--- src/rtl/morse_letter_sender_pkg.sv ---
// Shared types and constants for the Morse letter sender.
// Holds FSM encodings, width defaults and the A-H pattern table.
package morse_letter_sender_pkg;

  localparam int DEF_PATTERN_W = 12;
  localparam int DEF_LEN_W     = 4;
  localparam int CODE_W        = 11;

  typedef enum logic [1:0] {
    IDLE = 2'd0,
    ARM  = 2'd1,
    SEND = 2'd2
  } state_t;

  // Patterns are MSB-first, left-aligned in CODE_W bits
  localparam logic [CODE_W-1:0] CODE_A = 11'b10111000000;
  localparam logic [CODE_W-1:0] CODE_B = 11'b11101010100;
  localparam logic [CODE_W-1:0] CODE_C = 11'b11101011101;
  localparam logic [CODE_W-1:0] CODE_D = 11'b11101010000;
  localparam logic [CODE_W-1:0] CODE_E = 11'b10000000000;
  localparam logic [CODE_W-1:0] CODE_F = 11'b10101110100;
  localparam logic [CODE_W-1:0] CODE_G = 11'b11101110100;
  localparam logic [CODE_W-1:0] CODE_H = 11'b10101010000;

  localparam logic [3:0] LEN_A = 4'd5;
  localparam logic [3:0] LEN_B = 4'd9;
  localparam logic [3:0] LEN_C = 4'd11;
  localparam logic [3:0] LEN_D = 4'd7;
  localparam logic [3:0] LEN_E = 4'd1;
  localparam logic [3:0] LEN_F = 4'd9;
  localparam logic [3:0] LEN_G = 4'd9;
  localparam logic [3:0] LEN_H = 4'd7;

endpackage

--- src/rtl/morse_lut.sv ---
// Letter (0=A..7=H) to left-aligned Morse pattern and slot count.
// Purely combinational; shared with later letter/display blocks.
module morse_lut
  import morse_letter_sender_pkg::*;
#(
  parameter int PATTERN_W = DEF_PATTERN_W,
  parameter int LEN_W     = DEF_LEN_W
) (
  input  logic [2:0]           letter,
  output logic [PATTERN_W-1:0] pattern,
  output logic [LEN_W-1:0]     length
);

  logic [CODE_W-1:0] code;
  logic [3:0]        len;

  always_comb begin
    code = '0;
    len  = '0;
    unique case (letter)
      3'd0: begin code = CODE_A; len = LEN_A; end
      3'd1: begin code = CODE_B; len = LEN_B; end
      3'd2: begin code = CODE_C; len = LEN_C; end
      3'd3: begin code = CODE_D; len = LEN_D; end
      3'd4: begin code = CODE_E; len = LEN_E; end
      3'd5: begin code = CODE_F; len = LEN_F; end
      3'd6: begin code = CODE_G; len = LEN_G; end
      3'd7: begin code = CODE_H; len = LEN_H; end
    endcase
    // Widen then left-align into the shift register width
    pattern = PATTERN_W'(code) << (PATTERN_W - CODE_W);
    length  = LEN_W'(len);
  end

endmodule

--- src/rtl/morse_letter_sender.sv ---
// Sends one Morse letter serially on LedOut, one symbol slot per Tick.
// Start is edge-triggered; ARM aligns the first slot to a full Tick period.
module morse_letter_sender
  import morse_letter_sender_pkg::*;
#(
  parameter int PATTERN_W = DEF_PATTERN_W,
  parameter int LEN_W     = DEF_LEN_W
) (
  input  logic       ClockIn,
  input  logic       Reset,
  input  logic       Tick,
  input  logic       Start,
  input  logic [2:0] Letter,
  output logic       LedOut,
  output logic       Busy
);

  state_t               state_q, state_d;
  logic [2:0]           letter_q, letter_d;
  logic [PATTERN_W-1:0] shreg_q, shreg_d;
  logic [LEN_W-1:0]     cnt_q, cnt_d;
  logic                 led_q, led_d;
  logic                 busy_q, busy_d;
  logic                 start_q;
  logic                 start_rise;

  logic [PATTERN_W-1:0] lut_pat;
  logic [LEN_W-1:0]     lut_len;

  morse_lut #(
    .PATTERN_W(PATTERN_W),
    .LEN_W    (LEN_W)
  ) u_lut (
    .letter (letter_q),
    .pattern(lut_pat),
    .length (lut_len)
  );

  assign start_rise = Start & ~start_q;

  always_ff @(posedge ClockIn or posedge Reset) begin
    if (Reset) begin
      state_q  <= IDLE;
      letter_q <= '0;
      shreg_q  <= '0;
      cnt_q    <= '0;
      led_q    <= 1'b0;
      busy_q   <= 1'b0;
      start_q  <= 1'b0;
    end else begin
      state_q  <= state_d;
      letter_q <= letter_d;
      shreg_q  <= shreg_d;
      cnt_q    <= cnt_d;
      led_q    <= led_d;
      busy_q   <= busy_d;
      start_q  <= Start;
    end
  end

  always_comb begin
    state_d  = state_q;
    letter_d = letter_q;
    shreg_d  = shreg_q;
    cnt_d    = cnt_q;
    led_d    = led_q;
    busy_d   = busy_q;
    unique case (state_q)
      IDLE: begin
        led_d  = 1'b0;
        busy_d = 1'b0;
        if (start_rise) begin
          letter_d = Letter;
          busy_d   = 1'b1;
          state_d  = ARM;
        end
      end
      ARM: begin
        if (Tick) begin
          shreg_d = lut_pat;
          cnt_d   = lut_len;
          led_d   = lut_pat[PATTERN_W-1];
          state_d = SEND;
        end
      end
      SEND: begin
        if (Tick) begin
          if (cnt_q == LEN_W'(1)) begin
            shreg_d = '0;
            cnt_d   = '0;
            led_d   = 1'b0;
            busy_d  = 1'b0;
            state_d = IDLE;
          end else begin
            shreg_d = shreg_q << 1;
            cnt_d   = cnt_q - LEN_W'(1);
            led_d   = shreg_q[PATTERN_W-2];
          end
        end
      end
      default: begin
        led_d   = 1'b0;
        busy_d  = 1'b0;
        state_d = IDLE;
      end
    endcase
  end

  assign LedOut = led_q;
  assign Busy   = busy_q;

endmodule

--- config.mk ---
export PLATFORM = sky130hd
export DESIGN_NAME = morse_letter_sender
export DESIGN_NICKNAME = d
export VERILOG_FILES = /design/src/rtl/morse_letter_sender_pkg.sv /design/src/rtl/morse_lut.sv /design/src/rtl/morse_letter_sender.sv
export SDC_FILE = /design/constraint.sdc
export NUM_CORES = 1
export LEC_CHECK = 0
export ABC_CLOCK_PERIOD_IN_PS = 2500
export CAP_MARGIN = 10
export CORE_MARGIN = 10
export CORE_UTILIZATION = 45
export CTS_BUF_LIST = sky130_fd_sc_hd__clkbuf_2 sky130_fd_sc_hd__clkbuf_4 sky130_fd_sc_hd__clkbuf_8
export DETAILED_ROUTE_END_ITERATION = 16
export GPL_TIMING_DRIVEN = 1
export PLACE_DENSITY = 0.65
export SYNTH_ARGS = -nofsm -noshare
export SYNTH_HDL_FRONTEND = slang
export SYNTH_HIERARCHICAL = 1
export SYNTH_SLANG_ARGS = --single-unit
--- constraint.sdc ---
create_clock -name ClockIn -period 2.5 [get_ports ClockIn]
set_clock_uncertainty 0.2 [all_clocks]
set_input_delay 0.75 -clock ClockIn [delete_from_list [all_inputs] [get_ports ClockIn]]
set_output_delay 0.75 -clock ClockIn [all_outputs]
set_load 0.01 [all_outputs]
==> qor.yml <==
final_layout:
  seq_area_sq_um: 576
  fin_util_pct: 51.0
  diodes: 0
  area_growth_pct: 7.22
  multi_input_area_sq_um: 626
  fin_cells: 174
  fin_nets: 160
  drive_gt1_share_pct: 13.3
  layout_common_cells: "dfrtp_1 (23), nor2_1 (23), inv_1 (12)"
  n_fill_cell: 275
placed_design:
  io_buffers: 8
  place.gp.congestion: 0.772
  dp_hpwl_um: 1750
  dp.cells: 170
worst_setup_path:
  crit_type: "reg2out"
  path_cells: "clkdlybuf4s50_1"
  crit_fanout: 2
  start_kind: "flop"
  required_ps: 1550
  cp_num_buf_inv: 1
  endpoint_kind: "primary output"
  crit_arrival_ps: 1240
  critPathTopFamily: "buffers and inverters"
  cpPeakStageDelay_ps: 540
  crit_slowest_cell: "clkdlybuf4s50_1"
job:
  max_cap_violations: 0
routing:
  ant_nets: 0
  first_pass_iters: 4
  drt-initial-drc-count: 42
  remaining_drc_errors: 0
  vias: 919
  routed_via_density: 5.28
  wl_um: 2350
  post_drt_wl_per_cell_um: 13.5
clocking:
  cts_buffers: 3
  clock_latency_ps: 310
  ctsHoldBuffers: 0
  cts-resized-gates: 0
  htreeDepth: 1
  clock-sinks: 23
  cts_post_setup_buffers_inserted: 0
  clockBufferDepth: 2
  clk_pin_slew_worst_paths_ps: 130
  cts-root-buf: "clkbuf_4"
  cts_tree: "done"
die:
  die-area_sq_mm: 0.00555
  start_util_pct: 47.6
  ios: 9
  num_rows: 19
  die_w_um: 74.5
  core_sq_mm: 0.00281
  die_y_um: 74.5
grt:
  use_met3_pct: 3.06
  grt_pass1_wl_um: 4240
  grt_max_degree: 24
  grt_pass1_vias: 948
  track_usage_pct: 9.59
  antenna_found_initial: 0
  top_usage_layer: "met2"
  use_met2_pct: 16.4
  grtUsageMet1_pct: 11.5
  gr-total-overflow: 0
yosys:
  synth-xor-area-share_pct: 0
  synth_cell_types: 30
  netlist_instances: 138
  synth_fa_ha_area_share_pct: 8.43
  syn_area_sq_mm: 0.00134
  syn_area_per_cell_sq_um: 9.67
  synth-compound-area-share_pct: 18.3
  synth.area.mux_share_pct: 5.90
  yosys.area_share.simple_pct: 13.1
  synth_warnings: 6
  yosysSeqAreaShare_pct: 43.1
  synth_top_family_by_area: "compound AO/OA/AOI/OAI gates"
  ys_ff_latch: 23
sta:
  clock.fmax_mhz: 458
  setup_viol: 0
  rsz0062_at_grt: "no"
  fin_crit_ps: 2190
  setup_tns_ps: 0
  period_share_pct: 87.4
  finalHoldViolCount: 0
  finalMaxSlewViolations: 0
min_path:
  hold_class: "reg2reg"
pwr:
  p_leak_nw: 0.642
  p_int_mw: 0.969
  clockPowerShare_pct: 11.4
  netSwitchingFraction_pct: 41.0
  p_sw_mw: 0.673
  p_per_area_mw_per_mm2: 1150
  power_frac_seq_pct: 39.7
  irDropWorstVdd_v: 0.000617
  comb_power_share_pct: 48.9
run_status:
  status: "completed"
[cells by family (layout without fill, tap and decap cells)]
group | Yosys count | in the layout
AND/OR/NAND/NOR | 38 | 38
AO/OA/AOI/OAI | 33 | 33
buffers and inverters | 26 | 29
flip-flops | 23 | 23
adder cells (fa/ha/maj) | 9 | 9
multiplexers | 7 | 7
other | 2 | 4
[stage by stage]
step / hold slack (ps) / instance area (sq um) / worst slack, ps / power (mW)
2_1_floorplan: 251 / 1340 / 816 / 1.33
3_3_place_gp: 267 / 1400 / 197 / 1.45
3_5_place_dp: 276 / 1400 / 149 / 1.47
4_1_cts: 305 / 1430 / 298 / 1.66
5_1_grt: 342 / 1430 / 253 / 1.82
6_report: 295 / 1430 / 315 / 1.64
[worst register-to-register path, cell delays in order, from the launching register on]
cell,delay (ps)
dfrtp_1,400
inv_1,80
ha_1,250
buf_4,180
nor2_1,190
nor2b_2,80
buf_4,180
a22o_1,200
[state kept, by name, summed over array words and instances (netlist names)]
register,cells
shreg_q,11
cnt_q,4
letter_q,3
state_q,2
Busy,1
LedOut,1
start_q,1
[layer usage]
layer  share of wire, %  vias up  wire length, um
met3                4.2        2               98
met2                 50       11             1170
met5                  0        -                0
met4               0.60        0               14
li1                   -      469                -
met1                 45      437             1060
[final timing paths]
path	slack [ps]	cells past startpoint	start	endpoint
setup / recovery	310	1	Busy	Busy
hold / removal	300	2	LedOut	LedOut
setup reg to reg	650	7	state_q[0]	cnt_q[2]
hold reg to reg	300	2	LedOut	LedOut
max in group asynchronous	1300	3	Reset	shreg_q[5]
min in group asynchronous	560	3	Reset	start_q
[layout make-up]
class | count | area share [%]
Clock buffer | 4 | 2.10
Inverter | 13 | 3.58
Multi-Input combinational cell | 91 | 43.7
Sequential cell | 23 | 40.2
Tap cell | 31 | 2.71
Timing Repair Buffer | 12 | 7.69
[synthesized netlist by cell type]
cell type | number | area [sq um]
dfrtp_1 | 23 | 576
nor2_1 | 23 | 86.3
inv_1 | 12 | 45.0
a221oi_1 | 11 | 96.3
ha_1 | 9 | 113
buf_4 | 8 | 60.1
o21ai_0 | 8 | 40.0
nand2_1 | 7 | 26.3
a21oi_1 | 4 | 20.0
nor2b_1 | 4 | 25.0
buf_2 | 3 | 15.0
mux2_2 | 3 | 33.8
mux2i_1 | 3 | 30.0
a22oi_1 | 2 | 15.0
conb_1 | 2 | 7.51
o21ai_2 | 2 | 17.5
a21oi_2 | 1 | 8.76
a22o_1 | 1 | 8.76
a31oi_1 | 1 | 6.26
a32o_1 | 1 | 10.0
and2_1 | 1 | 6.26
buf_6 | 1 | 11.3
clkbuf_1 | 1 | 3.75
inv_4 | 1 | 6.26
mux2_4 | 1 | 15.0
nand4bb_2 | 1 | 16.3
nor2b_2 | 1 | 8.76
nor4_1 | 1 | 6.26
o21ai_1 | 1 | 5.00
o21ai_4 | 1 | 16.3
[power groups by stage]
| stage | Combinational [mW] | Sequential, mW | Clock, mW |
|---|---|---|---|
| floorplan | 0.690 | 0.637 | 0 |
| global placement | 0.789 | 0.659 | 0 |
| detailed placement | 0.808 | 0.663 | 0 |
| CTS | 0.815 | 0.654 | 0.194 |
| global route | 0.928 | 0.680 | 0.212 |
| finish | 0.803 | 0.653 | 0.187 |
(Power assumes the default switching activity.)
